==> src/rtl/axi4_pkg.sv <==
// Shared AXI4-Lite read-arbiter types: FSM state encoding plus response and protection constants.
package axi4_pkg;

  typedef enum logic [1:0] {
    IDLE = 2'd0,
    ADDR = 2'd1,
    DATA = 2'd2
  } rd_arb_state_t;

  localparam logic [1:0] AXI_RESP_OKAY   = 2'b00;
  localparam logic [1:0] AXI_RESP_SLVERR = 2'b10;

  localparam logic [2:0] AXI_PROT_INSN = 3'b100;
  localparam logic [2:0] AXI_PROT_DATA = 3'b000;

endpackage

==> src/rtl/axi4_rd_arbiter_if.sv <==
// AXI4-Lite read address/data channel bundle; master drives the request side, slave answers it.
interface axi4_rd_arbiter_if #(
  parameter int ADDR_W = 32,
  parameter int DATA_W = 32
);
  logic              arvalid;
  logic              arready;
  logic [ADDR_W-1:0] araddr;
  logic [2:0]        arprot;
  logic              rvalid;
  logic              rready;
  logic [DATA_W-1:0] rdata;
  logic [1:0]        rresp;

  modport master (output arvalid, araddr, arprot, rready,
                  input  arready, rvalid, rdata, rresp);
  modport slave  (input  arvalid, araddr, arprot, rready,
                  output arready, rvalid, rdata, rresp);
endinterface

==> src/rtl/rr_arb2.sv <==
// Two-way round-robin pick: combinational one-hot grant, registered tie-break bit (M0 after reset).
module rr_arb2 (
  input  logic       clk,
  input  logic       resetn,
  input  logic [1:0] req,
  input  logic       update,   // a transaction owned by last_m1 just completed
  input  logic       last_m1,
  output logic [1:0] gnt
);

  logic prio_m1_q;

  // NOTE: every always_comb output gets a default first, so no path can infer a latch.
  always_comb begin
    gnt = req;
    if (req == 2'b11) gnt = prio_m1_q ? 2'b10 : 2'b01;
  end

  // NOTE: state is updated with non-blocking assignments so all flops sample the same pre-edge values.
  always_ff @(posedge clk or negedge resetn) begin
    if (!resetn)     prio_m1_q <= 1'b0;
    else if (update) prio_m1_q <= ~last_m1;
  end

endmodule

==> src/rtl/axi4_rd_arbiter.sv <==
// Two-master AXI4-Lite read arbiter (M0 = fetch, M1 = load), one outstanding transaction.
// Optional DATA-phase watchdog returning SLVERR is enabled by defining AXI_RD_ARB_TIMEOUT_EN.
module axi4_rd_arbiter
  import axi4_pkg::*;
#(
  parameter int ADDR_W         = 32,
  parameter int DATA_W         = 32,
  parameter int TIMEOUT_CYCLES = 255
) (
  input  logic                     clk,
  input  logic                     resetn,
  axi4_rd_arbiter_if.slave         m0,
  axi4_rd_arbiter_if.slave         m1,
  axi4_rd_arbiter_if.master        s,
  output logic                     grant_insn
);

  if (TIMEOUT_CYCLES < 1) begin : g_bad_timeout
    $error("axi4_rd_arbiter: TIMEOUT_CYCLES must be at least 1");
  end

  rd_arb_state_t     state_q, state_d;
  logic [ADDR_W-1:0] araddr_q;
  logic [2:0]        arprot_q;
  logic              gnt_m1_q;
  logic              grant_insn_q;
  logic [1:0]        req, pick;
  logic              done;
  logic              r_valid, r_ready;
  logic [DATA_W-1:0] r_data;
  logic [1:0]        r_resp;
  logic              tmo;

  // Gating with resetn keeps arready low while reset is held, even though it is combinational.
  assign req = {m1.arvalid, m0.arvalid} & {2{resetn}};

  rr_arb2 u_rr (
    .clk     (clk),
    .resetn  (resetn),
    .req     (req),
    .update  (done),
    .last_m1 (gnt_m1_q),
    .gnt     (pick)
  );

`ifdef AXI_RD_ARB_TIMEOUT_EN
  localparam int RAW_W = $clog2(TIMEOUT_CYCLES + 1);
  localparam int CNT_W = (RAW_W < 8) ? 8 : RAW_W;

  logic [CNT_W-1:0] tmo_cnt_q;

  // Counts completed DATA cycles; the response is forced in DATA cycle number TIMEOUT_CYCLES.
  assign tmo = (state_q == DATA) && (tmo_cnt_q == CNT_W'(TIMEOUT_CYCLES - 1));

  always_ff @(posedge clk or negedge resetn) begin
    if (!resetn)               tmo_cnt_q <= '0;
    else if (state_q != DATA)  tmo_cnt_q <= '0;
    else if (!tmo)             tmo_cnt_q <= tmo_cnt_q + CNT_W'(1);
  end
`else
  assign tmo = 1'b0;
`endif

  always_comb begin
    state_d    = state_q;
    m0.arready = 1'b0;
    m1.arready = 1'b0;
    s.arvalid  = 1'b0;
    s.rready   = 1'b0;
    r_valid    = 1'b0;
    r_ready    = 1'b0;
    r_data     = '0;
    r_resp     = AXI_RESP_OKAY;
    done       = 1'b0;
    unique case (state_q)
      IDLE: begin
        m0.arready = pick[0];
        m1.arready = pick[1];
        if (|pick) state_d = ADDR;
      end
      ADDR: begin
        s.arvalid = 1'b1;
        if (s.arready) state_d = DATA;
      end
      DATA: begin
        r_ready = gnt_m1_q ? m1.rready : m0.rready;
        if (tmo) begin
          // Synthesised error response; the downstream side is not handshaken.
          r_valid = 1'b1;
          r_resp  = AXI_RESP_SLVERR;
          done    = r_ready;
        end else begin
          r_valid  = s.rvalid;
          r_data   = s.rdata;
          r_resp   = s.rresp;
          s.rready = r_ready;
          done     = s.rvalid & r_ready;
        end
        if (done) state_d = IDLE;
      end
      default: state_d = IDLE;
    endcase
  end

  always_ff @(posedge clk or negedge resetn) begin
    if (!resetn) begin
      state_q      <= IDLE;
      araddr_q     <= '0;
      arprot_q     <= AXI_PROT_DATA;
      gnt_m1_q     <= 1'b0;
      grant_insn_q <= 1'b0;
    end else begin
      state_q <= state_d;
      if (state_q == IDLE && |pick) begin
        araddr_q     <= pick[1] ? m1.araddr : m0.araddr;
        arprot_q     <= pick[1] ? AXI_PROT_DATA : AXI_PROT_INSN;
        gnt_m1_q     <= pick[1];
        grant_insn_q <= pick[0];
      end else if (done) begin
        grant_insn_q <= 1'b0;
      end
    end
  end

  assign s.araddr   = araddr_q;
  assign s.arprot   = arprot_q;
  assign grant_insn = grant_insn_q;

  assign m0.rvalid = r_valid & ~gnt_m1_q;
  assign m1.rvalid = r_valid &  gnt_m1_q;
  assign m0.rdata  = m0.rvalid ? r_data : '0;
  assign m1.rdata  = m1.rvalid ? r_data : '0;
  assign m0.rresp  = m0.rvalid ? r_resp : 2'b00;
  assign m1.rresp  = m1.rvalid ? r_resp : 2'b00;

endmodule

==> src/flat_wrapper.sv <==
// flat-port wrapper written by rule: the top's interface ports become plain ports
module axi4_rd_arbiter_flat import axi4_pkg::*;
#(
  parameter int ADDR_W         = 32,
  parameter int DATA_W         = 32,
  parameter int TIMEOUT_CYCLES = 255
)
  (clk, resetn, grant_insn, m0_arvalid, m0_araddr, m0_arprot, m0_rready, m0_arready, m0_rvalid, m0_rdata, m0_rresp, m1_arvalid, m1_araddr, m1_arprot, m1_rready, m1_arready, m1_rvalid, m1_rdata, m1_rresp, s_arvalid, s_araddr, s_arprot, s_rready, s_arready, s_rvalid, s_rdata, s_rresp);
  axi4_rd_arbiter_if #(.ADDR_W(ADDR_W), .DATA_W(DATA_W)) m0_i ();
  axi4_rd_arbiter_if #(.ADDR_W(ADDR_W), .DATA_W(DATA_W)) m1_i ();
  axi4_rd_arbiter_if #(.ADDR_W(ADDR_W), .DATA_W(DATA_W)) s_i ();
  input  logic clk;
  input  logic resetn;
  output logic grant_insn;
  input wire logic [$bits(m0_i.arvalid)-1:0] m0_arvalid;
  input wire logic [$bits(m0_i.araddr)-1:0] m0_araddr;
  input wire logic [$bits(m0_i.arprot)-1:0] m0_arprot;
  input wire logic [$bits(m0_i.rready)-1:0] m0_rready;
  output wire logic [$bits(m0_i.arready)-1:0] m0_arready;
  output wire logic [$bits(m0_i.rvalid)-1:0] m0_rvalid;
  output wire logic [$bits(m0_i.rdata)-1:0] m0_rdata;
  output wire logic [$bits(m0_i.rresp)-1:0] m0_rresp;
  input wire logic [$bits(m1_i.arvalid)-1:0] m1_arvalid;
  input wire logic [$bits(m1_i.araddr)-1:0] m1_araddr;
  input wire logic [$bits(m1_i.arprot)-1:0] m1_arprot;
  input wire logic [$bits(m1_i.rready)-1:0] m1_rready;
  output wire logic [$bits(m1_i.arready)-1:0] m1_arready;
  output wire logic [$bits(m1_i.rvalid)-1:0] m1_rvalid;
  output wire logic [$bits(m1_i.rdata)-1:0] m1_rdata;
  output wire logic [$bits(m1_i.rresp)-1:0] m1_rresp;
  output wire logic [$bits(s_i.arvalid)-1:0] s_arvalid;
  output wire logic [$bits(s_i.araddr)-1:0] s_araddr;
  output wire logic [$bits(s_i.arprot)-1:0] s_arprot;
  output wire logic [$bits(s_i.rready)-1:0] s_rready;
  input wire logic [$bits(s_i.arready)-1:0] s_arready;
  input wire logic [$bits(s_i.rvalid)-1:0] s_rvalid;
  input wire logic [$bits(s_i.rdata)-1:0] s_rdata;
  input wire logic [$bits(s_i.rresp)-1:0] s_rresp;
  assign m0_i.arvalid = m0_arvalid;
  assign m0_i.araddr = m0_araddr;
  assign m0_i.arprot = m0_arprot;
  assign m0_i.rready = m0_rready;
  assign m0_arready = m0_i.arready;
  assign m0_rvalid = m0_i.rvalid;
  assign m0_rdata = m0_i.rdata;
  assign m0_rresp = m0_i.rresp;
  assign m1_i.arvalid = m1_arvalid;
  assign m1_i.araddr = m1_araddr;
  assign m1_i.arprot = m1_arprot;
  assign m1_i.rready = m1_rready;
  assign m1_arready = m1_i.arready;
  assign m1_rvalid = m1_i.rvalid;
  assign m1_rdata = m1_i.rdata;
  assign m1_rresp = m1_i.rresp;
  assign s_arvalid = s_i.arvalid;
  assign s_araddr = s_i.araddr;
  assign s_arprot = s_i.arprot;
  assign s_rready = s_i.rready;
  assign s_i.arready = s_arready;
  assign s_i.rvalid = s_rvalid;
  assign s_i.rdata = s_rdata;
  assign s_i.rresp = s_rresp;
  axi4_rd_arbiter #(.ADDR_W(ADDR_W), .DATA_W(DATA_W), .TIMEOUT_CYCLES(TIMEOUT_CYCLES)) u_core (.clk(clk), .resetn(resetn), .m0(m0_i), .m1(m1_i), .s(s_i), .grant_insn(grant_insn));
endmodule
==> config.mk <==
export PLATFORM = sky130hd
export DESIGN_NAME = axi4_rd_arbiter_flat
export DESIGN_NICKNAME = d
export VERILOG_FILES = /design/src/rtl/axi4_pkg.sv /design/src/rtl/axi4_rd_arbiter_if.sv /design/src/rtl/rr_arb2.sv /design/src/rtl/axi4_rd_arbiter.sv /design/src/flat_wrapper.sv
export SDC_FILE = /design/constraint.sdc
export NUM_CORES = 1
export LEC_CHECK = 0
export BUFFER_PORTS_ARGS = -buffer_cell sky130_fd_sc_hd__buf_2
export CORE_ASPECT_RATIO = 1.5
export CORE_MARGIN = 10
export CORE_UTILIZATION = 25
export DETAILED_ROUTE_END_ITERATION = 6
export PLACE_DENSITY = 0.69
export SLEW_MARGIN = 30
export SYNTH_ARGS = -nofsm -noshare
export SYNTH_HDL_FRONTEND = slang
export SYNTH_SLANG_ARGS = --single-unit
==> constraint.sdc <==
create_clock -name clk -period 1.9 [get_ports clk]
set_input_delay 0.38 -clock clk [delete_from_list [all_inputs] [get_ports clk]]
set_output_delay 0.38 -clock clk [all_outputs]
set_load 0.02 [all_outputs]
==> metrics <==
clk sinks=38; Synth area leader=dfrtp_1; mapped cell area=approximately 2300 µm²; top cells by area, synth=dfrtp_1 (41%), and2_1 (9.9%), and3_1 (9.6%); DP HPWL=8550 µm; f_max=~0.52 GHz; WP data required=1520 ps; worst vdd rail ir drop=about 0.77 mV; WP data arrival=around 1600 ps; Net Switching=2.05 mW; H-tree levels=2; Crit Path Max Fanout=17; WL per Instance=approximately 19 µm; initial antenna violation count=1; Pleak=2.22 nW; switching part of the total=about 42%; Final WS setup=-31.9 ps; fin area=approximately 4000 µm²; Max-Cap Viols=0; RePlAce Congestion=about 0.77; Post-synth EDFFs=0; count leader, synth=dfrtp_1; row count=between 40 and 50; layout cells sized above 1=~57%; Initial Util=roughly a quarter; fin crit share=102%; post-synthesis sequential area ratio=between 40% and 50%; Nets=570; Die Span X=about 100 µm; CP endpoint kind=output port; Gate Count Post-Synth=~250; Register Area=951 µm²; post-synth cell types=28; Top Family by Delay on Critical Path=simple AND/OR/NAND/NOR gates; type of origin of the critical path=register; Synth warnings=0; buffer and inverter count on the worst path=2; Final Hold Vio Count=0; Routed Antenna Nets=0; Fill cells=882; Setup Skew=around 1.3 ps; die area=13,700 µm²; Commonest cells post-synth=dfrtp_1 (38), and2_1 (37), and3_1 (36); Avg Cell Area, Syn=9.31 µm²; die height=about 140 µm; antenna diode count=0; crit path cell chain=and3b_2 -> and2b_4 -> clkbuf_16 -> and2_1 -> buf_6; Tmin final=1930 ps; non-filler cells, final=approximately 570; num ports=approximately 220; failing checks=setup timing; CTS tree=yes; vias in the first global route=2,994; worst slack, placed=56.0 ps; remaining global-route overflow=0; critical path's slowest cell=dfrtp_1; total core area=a little over 9000 µm²; final WL=10,800 µm; status=complete, but fails checks; port bufs=about 210; min-delay worst type=input pin to async pin; Clock Latency Late Sink=280 ps; placed instance area=~3500 µm²; ys flop type=dfrtp_1; clk buf depth=2; First-pass DRT Iterations=4; Multi-input gate area=about 1300 µm²; GRT Overall Usage=roughly 14%; logic gate share of total power=a little over half; first-pass GRT wire length=roughly 16,000 µm; CTS Buf Count=5; initial DRC count=roughly 110; largest net degree at the start of global routing=39; DP Cell Count=560; crit path kind=register to output port; Residual DRC=0; Clock transition at path regs=approximately 60 ps; RSZ-0062 raised after global routing=yes; PD cells=approximately 1200 nW/µm²; via/cell ratio=4.90; design internal power=~2.8 mW; Area Overhead vs Synth=68.6%; Clock power frac=between 10% and 20%; Slew Viols, Final=0; Flop pwr share=roughly 29%; Tot Pwr=~4.8 mW; Seq cells post-synth=38; Max stage delay on crit path=370 ps; final setup vio count=25; Synth top area share=approximately two fifths; via total after detailed routing=2,799; clk root buf=clkbuf_16; share of flip-flops with an asynchronous set or reset after synthesis=100%
==> area by class of cell <==
cell class              instances  share of cell area (%)
inverters                       1                  0.0949
clock inverters                 1                   0.127
repair buffers                229                    36.3
flip-flops and latches         38                    24.0
well taps                     112                    3.54
multi-input cells             183                    32.3
clock buffers                   7                    3.61
==> cells by family (layout without fill, tap and decap cells) <==
| family | count (synthesis) | after routing | synth area share [%] |
|---|---|---|---|
| AOI/OAI and AO/OA | 83 | 83 | 25.7 |
| muxes | 1 | 1 | 0.480 |
| and+or+nand+nor | 97 | 97 | 25.6 |
| other | 1 | 2 | 0.160 |
| buffers and inverters | 32 | 238 | 7.52 |
| DFF | 38 | 38 | 40.5 |
==> cell usage in the layout, fill, tap and decap left out <==
| cell type | count |
|---|---|
| and2_2 | 1 |
| and3_4 | 1 |
| or2_1 | 1 |
| and3b_1 | 1 |
| a221o_1 | 21 |
| a31o_2 | 1 |
| conb_1 | 2 |
| clkinv_2 | 1 |
| nand3_1 | 11 |
| buf_2 | 179 |
| and3_1 | 35 |
| and2_1 | 18 |
| nor2b_1 | 1 |
| and2b_4 | 1 |
| dfrtp_1 | 38 |
| buf_4 | 16 |
| mux2_2 | 1 |
| buf_12 | 1 |
| buf_6 | 31 |
| a31oi_1 | 11 |
| clkbuf_1 | 1 |
| o21ai_0 | 12 |
| a21o_1 | 2 |
| a21boi_0 | 21 |
| nor3b_4 | 1 |
| a22o_1 | 1 |
| clkbuf_16 | 7 |
| o2bb2ai_1 | 1 |
| or2b_1 | 1 |
| clkbuf_8 | 1 |
| a21oi_1 | 13 |
| and2_4 | 18 |
| and3b_2 | 1 |
| nand2_1 | 5 |
| inv_1 | 1 |
| nand2b_1 | 1 |
==> per-layer routing <==
metal	track usage (%)	part of all wire [%]	up-vias
met5	0	0.16	-
met4	3.63	1.2	2
met3	6.68	12	10
met2	25.7	51	168
met1	13.9	36	1286
li1	-	-	1333
==> repair_timing <==
action                                 CTS  global route
gates resized for setup                 40            48
pin swaps                                0             1
gates cloned                             0             2
endpoints found under the hold margin    0             0
buffers inserted                         1             0
hold buffers                             0             0
setup endpoints to repair               69            79
==> power by group through the flow <==
| stage | Combinational (mW) | Sequential, mW | Clock, mW |
|---|---|---|---|
| after global routing | 2.83 | 1.44 | 0.903 |
| final | 2.62 | 1.39 | 0.838 |
| after detailed placement | 2.48 | 1.40 | 0 |
| after global placement | 2.43 | 1.40 | 0 |
| after floorplan | 1.14 | 1.83 | 0 |
| after CTS | 2.55 | 1.39 | 0.867 |
==> registers in the layout, indices dropped and copies added, names as in the netlist <==
register and count:
u_core.gnt_m1_q 1, u_core.grant_insn 1, u_core.s.araddr 32, u_core.s.arprot 1
u_core.state_q 2, u_core.u_rr.prio_m1_q 1
==> path summary, 6_finish.rpt <==
path	startpoint	to	slack, ps	cells past startpoint
worst max-delay path	u_core.state_q[0]	m0_rdata[0]	-30	5
worst min-delay path	resetn	u_core.s.araddr[9]	120	2
worst max register to register	u_core.state_q[1]	u_core.s.araddr[28]	230	5
worst min register to register	u_core.s.arprot[2]	u_core.s.arprot[2]	480	1
max in group asynchronous	resetn	u_core.s.araddr[1]	1550	2
min in group clk	s_arready	u_core.state_q[0]	320	2
==> stage by stage <==
| stage | hold slack (ps) | TNS, ps | util, % |
|---|---|---|---|
| 2_1_floorplan | 84.4 | 0 | - |
| 3_3_place_gp | 447 | 0 | 38.0 |
| 3_5_place_dp | 444 | 0 | 38.0 |
| 4_1_cts | 140 | -18.8 | 40.8 |
| 5_1_grt | 149 | -3680 | 43.0 |
| 6_report | 122 | -397 | 43.0 |
(Power assumes the default switching activity.)
